File: config.mk
export PLATFORM = sky130hd
export DESIGN_NAME = uart_tx_scheduler
export DESIGN_NICKNAME = d
export VERILOG_FILES = /design/src/rtl/uart_pkg.sv /design/src/rtl/rr_arbiter.sv /design/src/rtl/uart_tx_scheduler.sv
export SDC_FILE = /design/constraint.sdc
export NUM_CORES = 1
export LEC_CHECK = 0
export BUFFER_PORTS_ARGS = -buffer_cell sky130_fd_sc_hd__buf_2
export CAP_MARGIN = 25
export CORE_ASPECT_RATIO = 0.6
export CORE_MARGIN = 4
export CORE_UTILIZATION = 55
export CTS_BUF_LIST = sky130_fd_sc_hd__clkbuf_2 sky130_fd_sc_hd__clkbuf_4 sky130_fd_sc_hd__clkbuf_8
export DETAILED_ROUTE_END_ITERATION = 7
export GPL_TIMING_DRIVEN = 0
export PLACE_DENSITY_LB_ADDON = 0.3
export SLEW_MARGIN = 20
export SYNTH_ARGS = -nofsm -noshare
export SYNTH_HDL_FRONTEND = slang
export SYNTH_SLANG_ARGS = --single-unit
File: constraint.sdc
create_clock -name clk -period 8.1 [get_ports clk]
set_input_delay 0 -clock clk [delete_from_list [all_inputs] [get_ports clk]]
set_output_delay 0 -clock clk [all_outputs]
set_load 0.03 [all_outputs]
File: src/rtl/uart_pkg.sv
// ---------------------------------------------------------------------------
// uart_pkg: shared state encoding and flow-control byte values for UART TX.
// Revision: 1.0
// ---------------------------------------------------------------------------
`default_nettype none

package uart_pkg;

  localparam int DEFAULT_DATA_W = 8;

  localparam logic [7:0] XON  = 8'h11;
  localparam logic [7:0] XOFF = 8'h13;

  typedef enum logic [1:0] {
    ST_IDLE      = 2'd0,
    ST_LAUNCH    = 2'd1,
    ST_WAIT_ACK  = 2'd2,
    ST_WAIT_DONE = 2'd3
  } tx_state_e;

endpackage : uart_pkg

`default_nettype wire

File: src/rtl/rr_arbiter.sv
// ---------------------------------------------------------------------------
// rr_arbiter: combinational round-robin pick of the first request at or
// after the pointer, scanning upward with wrap. Revision: 1.0
// ---------------------------------------------------------------------------
`default_nettype none

module rr_arbiter #(
  parameter int NUM_REQ = 4
) (
  input  logic [NUM_REQ-1:0]         req_i,
  input  logic [$clog2(NUM_REQ)-1:0] ptr_i,
  output logic [NUM_REQ-1:0]         grant_o,
  output logic [$clog2(NUM_REQ)-1:0] idx_o,
  output logic                       any_o
);

  localparam int IDX_W = $clog2(NUM_REQ);

  logic [IDX_W-1:0] cand;

  always_comb begin
    grant_o = '0;
    idx_o   = '0;
    any_o   = 1'b0;
    cand    = '0;
    for (int off = 0; off < NUM_REQ; off++) begin
      cand = IDX_W'((int'(ptr_i) + off) % NUM_REQ);
      if (!any_o && req_i[cand]) begin
        any_o         = 1'b1;
        idx_o         = cand;
        grant_o[cand] = 1'b1;
      end
    end
  end

endmodule : rr_arbiter

`default_nettype wire

File: src/rtl/uart_tx_scheduler.sv
// ---------------------------------------------------------------------------
// uart_tx_scheduler: round-robin sharing of one UART TX core with CTS and
// XON/XOFF gating. Optional macro UART_TX_PKT_LOCK_EN keeps a requester
// granted until its req_last byte finishes. Revision: 1.0
// ---------------------------------------------------------------------------
`default_nettype none

module uart_tx_scheduler
  import uart_pkg::*;
#(
  parameter int NUM_REQ     = 4,
  parameter int DATA_W      = DEFAULT_DATA_W,
  parameter int ACK_TIMEOUT = 16,
  parameter int CNT_W       = 16
) (
  input  logic                        clk,
  input  logic                        reset,
  input  logic [NUM_REQ-1:0]          req_valid,
  input  logic [NUM_REQ*DATA_W-1:0]   req_data,
  input  logic [NUM_REQ-1:0]          req_last,
  output logic [NUM_REQ-1:0]          req_ready,
  output logic                        tx_start,
  output logic [DATA_W-1:0]           tx_data,
  input  logic                        tx_busy,
  input  logic                        cts,
  input  logic                        xoff_pulse,
  input  logic                        xon_pulse,
  output logic                        paused,
  output logic [$clog2(NUM_REQ)-1:0]  grant_id,
  output logic                        timeout_err,
  output logic [CNT_W-1:0]            bytes_sent
);

  localparam int IDX_W = $clog2(NUM_REQ);
  localparam int TMO_W = $clog2(ACK_TIMEOUT + 1);

  tx_state_e          state_q;
  logic [NUM_REQ-1:0] req_ready_q;
  logic               tx_start_q;
  logic [DATA_W-1:0]  tx_data_q;
  logic               paused_q;
  logic [IDX_W-1:0]   grant_id_q;
  logic               timeout_err_q;
  logic [CNT_W-1:0]   bytes_sent_q;
  logic [IDX_W-1:0]   ptr_q;
  logic [TMO_W-1:0]   tmo_cnt_q;

  logic [NUM_REQ-1:0] arb_req;
  logic [NUM_REQ-1:0] arb_grant;
  logic [IDX_W-1:0]   arb_idx;
  logic               arb_any;
  logic               eligible;
  logic [DATA_W-1:0]  sel_data;
  logic [IDX_W-1:0]   ptr_inc;
  logic [IDX_W-1:0]   ptr_d;

  rr_arbiter #(
    .NUM_REQ (NUM_REQ)
  ) u_arb (
    .req_i   (arb_req),
    .ptr_i   (ptr_q),
    .grant_o (arb_grant),
    .idx_o   (arb_idx),
    .any_o   (arb_any)
  );

  assign eligible = arb_any && cts && !paused_q;
  assign ptr_inc  = (grant_id_q == IDX_W'(NUM_REQ - 1)) ? '0 : grant_id_q + IDX_W'(1);

`ifdef UART_TX_PKT_LOCK_EN
  logic lock_q;

  // While locked the pointer stays parked on the owner, so masking by the
  // pointer restricts arbitration to that single requester.
  assign arb_req = lock_q ? (req_valid & (NUM_REQ'(1) << ptr_q)) : req_valid;
  assign ptr_d   = lock_q ? grant_id_q : ptr_inc;

  always_ff @(posedge clk) begin
    if (reset) begin
      lock_q <= 1'b0;
    end else if (state_q == ST_IDLE && eligible) begin
      lock_q <= !req_last[arb_idx];
    end
  end
`else
  logic unused_req_last;

  assign unused_req_last = ^req_last;
  assign arb_req         = req_valid;
  assign ptr_d           = ptr_inc;
`endif

  always_comb begin
    sel_data = '0;
    for (int i = 0; i < NUM_REQ; i++) begin
      if (arb_idx == IDX_W'(i)) sel_data = req_data[i*DATA_W +: DATA_W];
    end
  end

  always_ff @(posedge clk) begin
    if (reset) begin
      state_q       <= ST_IDLE;
      req_ready_q   <= '0;
      tx_start_q    <= 1'b0;
      tx_data_q     <= '0;
      paused_q      <= 1'b0;
      grant_id_q    <= '0;
      timeout_err_q <= 1'b0;
      bytes_sent_q  <= '0;
      ptr_q         <= '0;
      tmo_cnt_q     <= '0;
    end else begin
      req_ready_q   <= '0;
      tx_start_q    <= 1'b0;
      timeout_err_q <= 1'b0;

      // XOFF takes precedence when both pulses coincide.
      if (xoff_pulse) begin
        paused_q <= 1'b1;
      end else if (xon_pulse) begin
        paused_q <= 1'b0;
      end

      case (state_q)
        ST_IDLE: begin
          if (eligible) begin
            tx_data_q   <= sel_data;
            grant_id_q  <= arb_idx;
            req_ready_q <= arb_grant;
            state_q     <= ST_LAUNCH;
          end
        end
        ST_LAUNCH: begin
          tx_start_q <= 1'b1;
          tmo_cnt_q  <= '0;
          state_q    <= ST_WAIT_ACK;
        end
        ST_WAIT_ACK: begin
          if (tx_busy) begin
            state_q <= ST_WAIT_DONE;
          end else if (tmo_cnt_q == TMO_W'(ACK_TIMEOUT - 1)) begin
            timeout_err_q <= 1'b1;
            ptr_q         <= ptr_d;
            state_q       <= ST_IDLE;
          end else begin
            tmo_cnt_q <= tmo_cnt_q + TMO_W'(1);
          end
        end
        ST_WAIT_DONE: begin
          if (!tx_busy) begin
            bytes_sent_q <= bytes_sent_q + CNT_W'(1);
            ptr_q        <= ptr_d;
            state_q      <= ST_IDLE;
          end
        end
        default: state_q <= ST_IDLE;
      endcase
    end
  end

  assign req_ready   = req_ready_q;
  assign tx_start    = tx_start_q;
  assign tx_data     = tx_data_q;
  assign paused      = paused_q;
  assign grant_id    = grant_id_q;
  assign timeout_err = timeout_err_q;
  assign bytes_sent  = bytes_sent_q;

endmodule : uart_tx_scheduler

`default_nettype wire

==> results.cfg, run 1 <==
[die]
rows = 18
coreArea_mm2 = 0.00412
ios = 79
die_area_mm2 = 0.00543
die_y_um = 58.7
start_util = 0.572
die_w_um = 92.5

[worst_setup_path]
worst-setup-path-type = flop to flop
reg2reg_slack_ps = 4890
crit_fanout = 10
cp-start-kind = flop
crit_path_end_kind = flop
ff2ff_path_depth = 10
worst_ep_arrival_time_ps = 3380
worstPathRequired_ps = 8260
r2r_end = tx_data[1]
r2r-start = ptr_q[0]

[clock_tree]
cts_tree = yes
cts_resized = 0
clock-sinks = 42
cts-root-buf = clkbuf_8
cts_buffers = 5
insertion_delay_ps = 300
cts_max_path_buffers = 2
htree_levels = 2
cts.clk_slew.worst_paths_ps = 80

[timing]
hold_violations = 0
fmax_mhz = 311
layout_worst_path_cycle_share = 0.397
drv_slew = 0
fin_tns_setup_ps = 0
rsz0062_at_grt = no
skew_ps = 11.1
worst_pin_slew_ps = 548
finalCriticalPeriod_ps = 3210
finalSetupViolations = 0
slew_headroom = 0.632

[place]
place_area_mm2 = 0.00280
gp_congestion = 0.884
port-buffer-count = 73
dp_hpwl_um = 4390
dp_cells = 402

[routing]
routed_wl_um = 5820
drc = 0
vias_per_cell = 5.44
drt_iter0_markers = 113
vias = 2243
drt_first_pass_iters = 4
drt-wirelength-per-cell_um = 14.1
final_antenna_net_count = 0

[yosys]
yosysWarnings = 0
ys_ff_latch = 42
async_reset_ff_frac = 0
ys_seq_area_frac = 0.357
syn_nets = 327
synth_area_mm2 = 0.00236
avgSynthCellArea_um2 = 8.76
synth_edf_count = 0
netlist_instances = 269
synth_cell_types = 48
ys.flop_type = dfxtp_1

[hold_path]
hold_path_depth = 3
hold_end = tx_data[4]
hold_path.startpoint = req_data[28]
hp-class = input pin to flop

[finish]
antenna_cells = 0
nNetsFinal = 409
final_cells = 412
area_growth_pct = 24.2
fin_area_mm2 = 0.00293
drive_above_1_share = 0.278

[pwr]
internal-power_uw = 335
p_per_area_mw_per_mm2 = 156
swShare = 0.266
p_switching_uw = 121
power_frac_seq = 0.479
vdd.ir_drop.worst_mv = 0.0967
leakage_uw = 0.00138
p_clk_frac = 0.357
combPwrFrac = 0.164

[grt]
grt_usage = 0.215
grt-ovfl-total = 0
grt_pass1_wl_um = 9330
antenna_found_initial = 0
grt_pass1_vias = 2084
grt_max_degree = 14

[flow_run]
maxCapViolations = 0

[status]
status = finished clean
[how the worst max path moves through the flow]
stage	slack [ps]	depth (start not counted)	startpoint	end
2_1_floorplan	5450	12	ptr_q[0]	tx_data[0]
3_3_place_gp	5110	12	ptr_q[0]	tx_data[1]
3_5_place_dp	4940	10	ptr_q[0]	tx_data[5]
4_1_cts	4920	10	ptr_q[0]	tx_data[1]
5_1_grt	4640	10	ptr_q[0]	tx_data[1]
6_report	4890	10	ptr_q[0]	tx_data[1]
[cell usage in the layout (no fill, tap or decap), types with 2 or more instances in the layout]
cell type / Yosys / final
nor2b_1: 2 / 2
o21ai_1: 2 / 2
inv_1: 5 / 5
ha_1: 12 / 12
xnor2_1: 4 / 4
o221ai_1: 8 / 8
nand3_1: 6 / 6
buf_2: 5 / 78
xor2_1: 11 / 11
clkbuf_1: 3 / 3
nor3_1: 8 / 8
buf_4: 2 / 2
a211oi_1: 3 / 3
mux2i_1: 28 / 28
nand2b_1: 7 / 7
and3_1: 3 / 3
buf_1: 2 / 2
clkinv_2: 0 / 2
clkbuf_8: 0 / 5
o22ai_1: 2 / 2
a22o_1: 4 / 4
nand2_1: 25 / 25
a31oi_1: 2 / 2
nand4_1: 4 / 4
or3_1: 3 / 3
nor4_1: 3 / 3
dfxtp_1: 42 / 42
nor2_1: 34 / 34
dlygate4sd3_1: 0 / 2
a21oi_1: 12 / 12
o21ai_0: 6 / 6
nand3b_1: 2 / 2
[per-layer routing]
| layer | part of all wire | vias up | global-route usage |
|---|---|---|---|
| met5 | 0 | - | 0 |
| met4 | 0.013 | 0 | 0.0698 |
| met3 | 0.082 | 8 | 0.0639 |
| met2 | 0.45 | 97 | 0.346 |
| met1 | 0.46 | 1030 | 0.281 |
| li1 | - | 1108 | - |
[synth_stat cells (2+ instances only)]
library cell	count	area [µm²]
buf_2	5	25.0
o22ai_1	2	12.5
nor3_1	8	40.0
nor4_1	3	18.8
xnor2_1	4	35.0
mux2i_1	28	280
clkbuf_1	3	11.3
and3_1	3	18.8
nor2_1	34	128
inv_1	5	18.8
o21ai_1	2	10.0
nor2b_1	2	12.5
ha_1	12	150
o21ai_0	6	30.0
o221ai_1	8	70.1
xor2_1	11	96.3
nand3b_1	2	15.0
a31oi_1	2	12.5
a22o_1	4	35.0
nand2b_1	7	43.8
nand2_1	25	93.8
nand3_1	6	30.0
dfxtp_1	42	841
buf_4	2	15.0
a211oi_1	3	22.5
buf_1	2	7.51
nand4_1	4	25.0
or3_1	3	18.8
a21oi_1	12	60.1
[worst max-delay path: stages (launching register included)]
cell	delay, ps
dfxtp_1	480
buf_2	270
inv_1	180
ha_1	430
buf_2	280
mux2i_1	260
nor3_1	60
nor4_1	450
or2_2	210
buf_1	300
o221ai_1	170
[state kept, by name (all words and copies together) (netlist names)]
register	cells
bytes_sent	16
grant_id	2
paused	1
ptr_q	2
req_ready	4
state_q	2
timeout_err	1
tmo_cnt_q	5
tx_data	8
tx_start	1
[per-stage QoR]
step	utilization	power [µW]	worst slack [ps]	hold WS (ps)
floorplan	-	272	5450	117
global placement	0.679	295	5110	204
detailed placement	0.679	297	4940	224
CTS	0.710	458	4920	1.13
global route	0.710	474	4640	25.3
finish	0.710	456	4890	5.37
[area by class of cell]
type | count | area [µm²]
flip-flops and latches | 42 | 841
fillers | 350 | 1190
inverters | 6 | 22.5
multi-input cells | 206 | 1400
clock buffers | 5 | 68.8
repair buffers | 75 | 385
clock inverters | 3 | 40.0
plain buffers | 15 | 97.6
well taps | 60 | 75.1
[power groups by stage]
stage / clock network, µW / logic (µW) / registers [µW]
after floorplan: 0 / 37.9 / 234
after CTS: 164 / 74.8 / 219
after detailed placement: 0 / 74.0 / 223
after global routing: 173 / 81.5 / 220
after global placement: 0 / 71.9 / 223
final: 163 / 75.0 / 219
[cells by family after synthesis]
logic type                 count (synthesis)  synth area share
adders and majority gates                 12            0.0637
AOI/OAI and AO/OA                         44             0.126
xor gates and xnor gates                  15            0.0557
buffers and inverters                     21            0.0510
muxes                                     30             0.130
DFF                                       42             0.357
and+or+nand+nor                          105             0.217
[repair_timing]
item | 4_1_cts | 5_1_grt
hold buffers | 2 | 0
buffers inserted | 0 | 0
endpoints found under the hold margin | 2 | 0
Note: power is estimated with default switching activity, not from simulation.
==> run 2: changes to the inputs <==
--- a/config.mk
+++ b/config.mk
@@ -5,11 +5,12 @@
 export SDC_FILE = /design/constraint.sdc
 export NUM_CORES = 1
 export LEC_CHECK = 0
+export ABC_AREA = 1
 export BUFFER_PORTS_ARGS = -buffer_cell sky130_fd_sc_hd__buf_2
 export CAP_MARGIN = 25
 export CORE_ASPECT_RATIO = 0.6
 export CORE_MARGIN = 4
-export CORE_UTILIZATION = 55
+export CORE_UTILIZATION = 52
 export CTS_BUF_LIST = sky130_fd_sc_hd__clkbuf_2 sky130_fd_sc_hd__clkbuf_4 sky130_fd_sc_hd__clkbuf_8
 export DETAILED_ROUTE_END_ITERATION = 7
 export GPL_TIMING_DRIVEN = 0
==> constraint.sdc (replaced) <==
create_clock -name clk -period 3.4 [get_ports clk]
set_input_delay 0 -clock clk [delete_from_list [all_inputs] [get_ports clk]]
set_output_delay 0 -clock clk [all_outputs]
set_load 0.03 [all_outputs]
==> results.cfg, run 2 <==
[timing]
drv_slew = 0
finalSetupViolations = 0
finalCriticalPeriod_ps = 2700
worst_pin_slew_ps = 551
hold_violations = 0
fin_tns_setup_ps = 0
fmax_mhz = 371
slew_headroom = 0.633
skew_ps = 5.41
rsz0062_at_grt = no
layout_worst_path_cycle_share = 0.793
final.setup.worst_slack_ps = 703

[die]
ios = 79
die_w_um = 96.1
die_y_um = 60.9
start_util = 0.563
die_area_mm2 = 0.00585
coreArea_mm2 = 0.00430
rows = 18

[finish]
final_cell_mix = 74 x buf_2, 62 x nand2_1, 48 x inv_1, 42 x dfxtp_1, 27 x nand3_1
fillers = 373
area_growth_pct = 25.5
layout_commonest_cell = buf_2
drive_above_1_share = 0.268
antenna_cells = 0
largest_reg_flops = 16
final_cells = 486
nNetsFinal = 483

[grt]
grt_max_degree = 15
grt_pass1_vias = 2238
grt-ovfl-total = 0
grt_pass1_wl_um = 9560
antenna_found_initial = 0
grt_usage = 0.208

[clock_tree]
cts_max_path_buffers = 2
cts.clk_slew.worst_paths_ps = 80
clock-sinks = 42
cts_tree = yes
cts_resized = 0
cts_hold_buf = 4
cts_buffers = 5
cts-root-buf = clkbuf_8
post_cts_buffers = 0
insertion_delay_ps = 300
htree_levels = 2

[routing]
vias_per_cell = 5.15
drc = 0
final_antenna_net_count = 0
drt_first_pass_iters = 4
drt_iter0_markers = 167
drt-wirelength-per-cell_um = 12.3
routed_wl_um = 6000
vias = 2502

[yosys]
synth-compound-area-share = 0.175
muxShareOfSynthArea = 0
synth_top_area_frac = 0.347
ys_ff_latch = 42
yosysTopAreaCell = dfxtp_1
netlist_instances = 341
synth_cell_types = 34
syn_nets = 399
synthAdderAreaFrac = 0.0620
synth-xor-area-share = 0.00362
ys_seq_area_frac = 0.347
synth_edf_count = 0
synth_area_mm2 = 0.00242
ys.flop_type = dfxtp_1
async_reset_ff_frac = 0
synth_top_family_by_area = simple AND/OR/NAND/NOR gates
yosys-top-cells-count = 62 x nand2_1, 48 x inv_1, 42 x dfxtp_1, 27 x nand3_1, 26 x nor2_1
synth_area_leaders = dfxtp_1 35%, nand2_1 9.6%, inv_1 7.4%, ha_1 6.2%, nand3_1 5.6%
yosysWarnings = 0
synthSimpleGateAreaFrac = 0.306
yosysMostFrequentCell = nand2_1
avgSynthCellArea_um2 = 7.10

[worst_setup_path]
crit_fanout = 10
cp-start-kind = flop
crit_start = ptr_q[1]
worstPathRequired_ps = 3640
worst_ep_arrival_time_ps = 2940
crit_path_end_kind = flop
worst-setup-path-type = flop to flop
r2r-start = ptr_q[1]

[place]
port-buffer-count = 73
gp_congestion = 0.898
dp_slack_ps = 733
dp_cells = 474
dp_hpwl_um = 4730

[pwr]
leakage_uw = 0.00143
p_per_area_mw_per_mm2 = 404
vdd.ir_drop.worst_mv = 0.218

[hold_path]
hold_path.startpoint = req_data[10]
hp-class = input pin to flop

[status]
status = finished clean

[flow_run]
maxCapViolations = 0
==> run 2: cell count changes after synthesis, moves of 8 or more <==
cell,delta
o221ai_1,-8
xor2_1,-10
nand3_1,+21
mux2i_1,-28
nand2_1,+37
inv_1,+43
a21oi_1,+11
o21ai_0,+17
nand4_1,+10
nor2_1,-8
==> run 2: per-stage QoR <==
stage                util  power (µW)  cell area, µm²  hold WS [ps]
floorplan               -         692            2420           121
global placement    0.665         757            2860           210
detailed placement  0.665         763            2860           224
CTS                 0.707        1230            3040          76.4
global route        0.707        1280            3040          95.6
finish              0.707        1230            3040          71.3
==> run 2: final timing paths <==
check	to	slack (ps)	cells after the start
worst max-delay path	tx_data[3]	700	14
worst min register to register	tx_data[7]	480	2
worst min-delay path	tx_data[2]	70	5
worst max register to register	tx_data[3]	700	14
==> run 2: power by group <==
part           internal, µW  switching, µW  leakage (µW)
Sequential              509           11.7      0.000340
Clock                   294            176     0.0000683
Combinational          85.0            151       0.00102
Total                   888            339       0.00143
==> run 2: area by class of cell <==
class | count | area, µm² | area share
buffer | 9 | 57.6 | 0.0189
clock buffer | 5 | 68.8 | 0.0226
clock inverter | 3 | 68.8 | 0.0226
inverter | 53 | 199 | 0.0655
multi-input combinational | 237 | 1320 | 0.436
sequential | 42 | 841 | 0.277
tap | 60 | 75.1 | 0.0247
timing repair buffer | 77 | 405 | 0.133
==> run 2: metal layers <==
metal / share of wire / GRT usage / up-vias
li1: - / - / 1310
met1: 0.49 / 0.288 / 1110
met2: 0.42 / 0.318 / 74
met3: 0.084 / 0.0694 / 8
met4: 0.0072 / 0.0405 / 0
met5: 0 / 0 / -
==> run 2: critical path, stage by stage (launching register included) <==
cell,delay [ps]
dfxtp_1,520
inv_1,240
ha_1,440
inv_1,100
nand3_1,100
nand2_1,100
nor2_2,240
nor2_1,80
nand2_2,100
nand2_4,100
nor2_2,260
nand2_1,110
nand4_1,90
nand2_1,70
a21oi_2,110
==> run 2: cells by family after synthesis <==
group	after synthesis
adders and majority gates	12
AOI/OAI and AO/OA	71
DFF	42
buffers and inverters	62
and+or+nand+nor	153
xor gates and xnor gates	1
==> run 3: changes to the inputs <==
--- a/config.mk
+++ b/config.mk
@@ -10,7 +10,7 @@
 export CAP_MARGIN = 25
 export CORE_ASPECT_RATIO = 0.6
 export CORE_MARGIN = 4
-export CORE_UTILIZATION = 52
+export CORE_UTILIZATION = 47
 export CTS_BUF_LIST = sky130_fd_sc_hd__clkbuf_2 sky130_fd_sc_hd__clkbuf_4 sky130_fd_sc_hd__clkbuf_8
 export DETAILED_ROUTE_END_ITERATION = 7
 export GPL_TIMING_DRIVEN = 0
==> constraint.sdc (replaced) <==
create_clock -name clk -period 2.4 [get_ports clk]
set_input_delay 0 -clock clk [delete_from_list [all_inputs] [get_ports clk]]
set_output_delay 0 -clock clk [all_outputs]
set_load 0.03 [all_outputs]
==> results.cfg, run 3 (synthesis results as in run 2) <==
[worst_setup_path]
worstPathRequired_ps = 2570
worst-setup-path-type = flop to flop
worst_ep_arrival_time_ps = 2400
cp-start-kind = flop
crit_path_end_kind = flop
crit_fanout = 10

[pwr]
power_frac_seq = 0.418
swShare = 0.281
internal-power_uw = 1270
p_per_area_mw_per_mm2 = 564
leakage_uw = 0.00146
vdd.ir_drop.worst_mv = 0.326
fin_total_pwr_uw = 1760
p_clk_frac = 0.384
p_switching_uw = 496
combPwrFrac = 0.198

[grt]
grt_usage = 0.201
grt_pass1_wl_um = 10500
grt_max_degree = 15
grt-ovfl-total = 0
grt_pass1_vias = 2304
antenna_found_initial = 0

[die]
rows = 19
start_util = 0.507
die_w_um = 101
ios = 79
die_area_mm2 = 0.00640
die_y_um = 63.6
coreArea_mm2 = 0.00478

[flow_run]
maxCapViolations = 0

[timing]
skew_ps = 8.14
finalSetupViolations = 0
rsz0062_at_grt = no
worst_pin_slew_ps = 608
final.setup.worst_slack_ps = 174
slew_headroom = 0.595
hold_violations = 0
fmax_mhz = 449
drv_slew = 0
layout_worst_path_cycle_share = 0.927
finalCriticalPeriod_ps = 2230
fin_tns_setup_ps = 0

[finish]
nNetsFinal = 487
antenna_cells = 0
drive_above_1_share = 0.286
final_cells = 493
fillers = 407
final_cell_mix = 74 x buf_2, 61 x nand2_1, 47 x inv_1, 40 x dfxtp_1, 27 x nand3_1
layout_commonest_cell = buf_2
area_growth_pct = 28.9
utilization = 0.653
largest_reg_flops = 16

[routing]
drt_iter0_markers = 148
drt-wirelength-per-cell_um = 12.6
final_antenna_net_count = 0
drc = 0
vias = 2556
vias_per_cell = 5.18
routed_wl_um = 6200
drt_first_pass_iters = 4

[place]
dp_slack_ps = -294
dp_cells = 477
port-buffer-count = 73
dp_hpwl_um = 4780
gp_congestion = 0.905

[clock_tree]
cts_max_path_buffers = 2
cts_tree = yes
cts.clk_slew.worst_paths_ps = 90
cts-root-buf = clkbuf_8
htree_levels = 2
insertion_delay_ps = 310
clock-sinks = 42
cts_buffers = 5

[hold_path]
hp-class = input pin to flop

[status]
status = finished clean
[run 3: per-layer routing]
layer	wire, µm	part of all wire	GRT usage	up-vias
met4	66	0.011	0.0504	0
met3	514	0.083	0.0595	8
met1	3080	0.50	0.285	1138
li1	-	-	-	1311
met5	0	0	0	-
met2	2540	0.41	0.295	99
[run 3: worst paths after layout]
path / startpoint / to / slack, ps / cells past startpoint
setup / recovery: ptr_q[1] / tx_data[4] / 170 / 14
setup reg to reg: ptr_q[1] / tx_data[4] / 170 / 14
hold / removal: req_data[9] / tx_data[1] / 60 / 5
hold reg to reg: bytes_sent[15] / bytes_sent[15] / 470 / 2
[run 3: critical path, stage by stage, from the launching register on]
cell and delay, ps:
dfxtp_4 390, clkinvlp_4 130, ha_4 320, inv_1 70, nand3_1 80, nand2_1 80
nor2_4 120, nand4_1 130, nand2_2 150, buf_4 180, inv_2 100, nand3_1 100
nand4_1 100, nand2_1 80, a21oi_2 50
[run 3: layout make-up]
| cell class | count | area (µm²) | area share |
|---|---|---|---|
| Multi-Input combinational cell | 237 | 1350 | 0.432 |
| Buffer | 9 | 57.6 | 0.0184 |
| Timing Repair Buffer | 81 | 448 | 0.143 |
| Clock buffer | 5 | 68.8 | 0.0220 |
| Tap cell | 63 | 78.8 | 0.0253 |
| Inverter | 53 | 205 | 0.0657 |
| Clock inverter | 3 | 68.8 | 0.0220 |
| Sequential cell | 42 | 846 | 0.271 |
[run 3: timing repair]
item,CTS,global route
setup endpoints to repair,14,9
hold endpoints to repair,3,0
buffers inserted,1,3
hold buffers,4,0
pin swaps,0,2
gates resized for setup,6,4
[run 3: through the flow]
stage | cell area, µm² | hold slack [ps]
after floorplan | 2420 | 121
after global placement | 2870 | 212
after detailed placement | 2870 | 223
after CTS | 3070 | 58.8
after global routing | 3120 | 96.0
final | 3120 | 60.6
[run 3: power by group through the flow]
stage	Clock [µW]	Sequential (µW)	Combinational, µW
floorplan	0	791	190
global placement	0	753	323
detailed placement	0	752	328
CTS	682	736	336
global route	720	740	386
finish	677	736	349
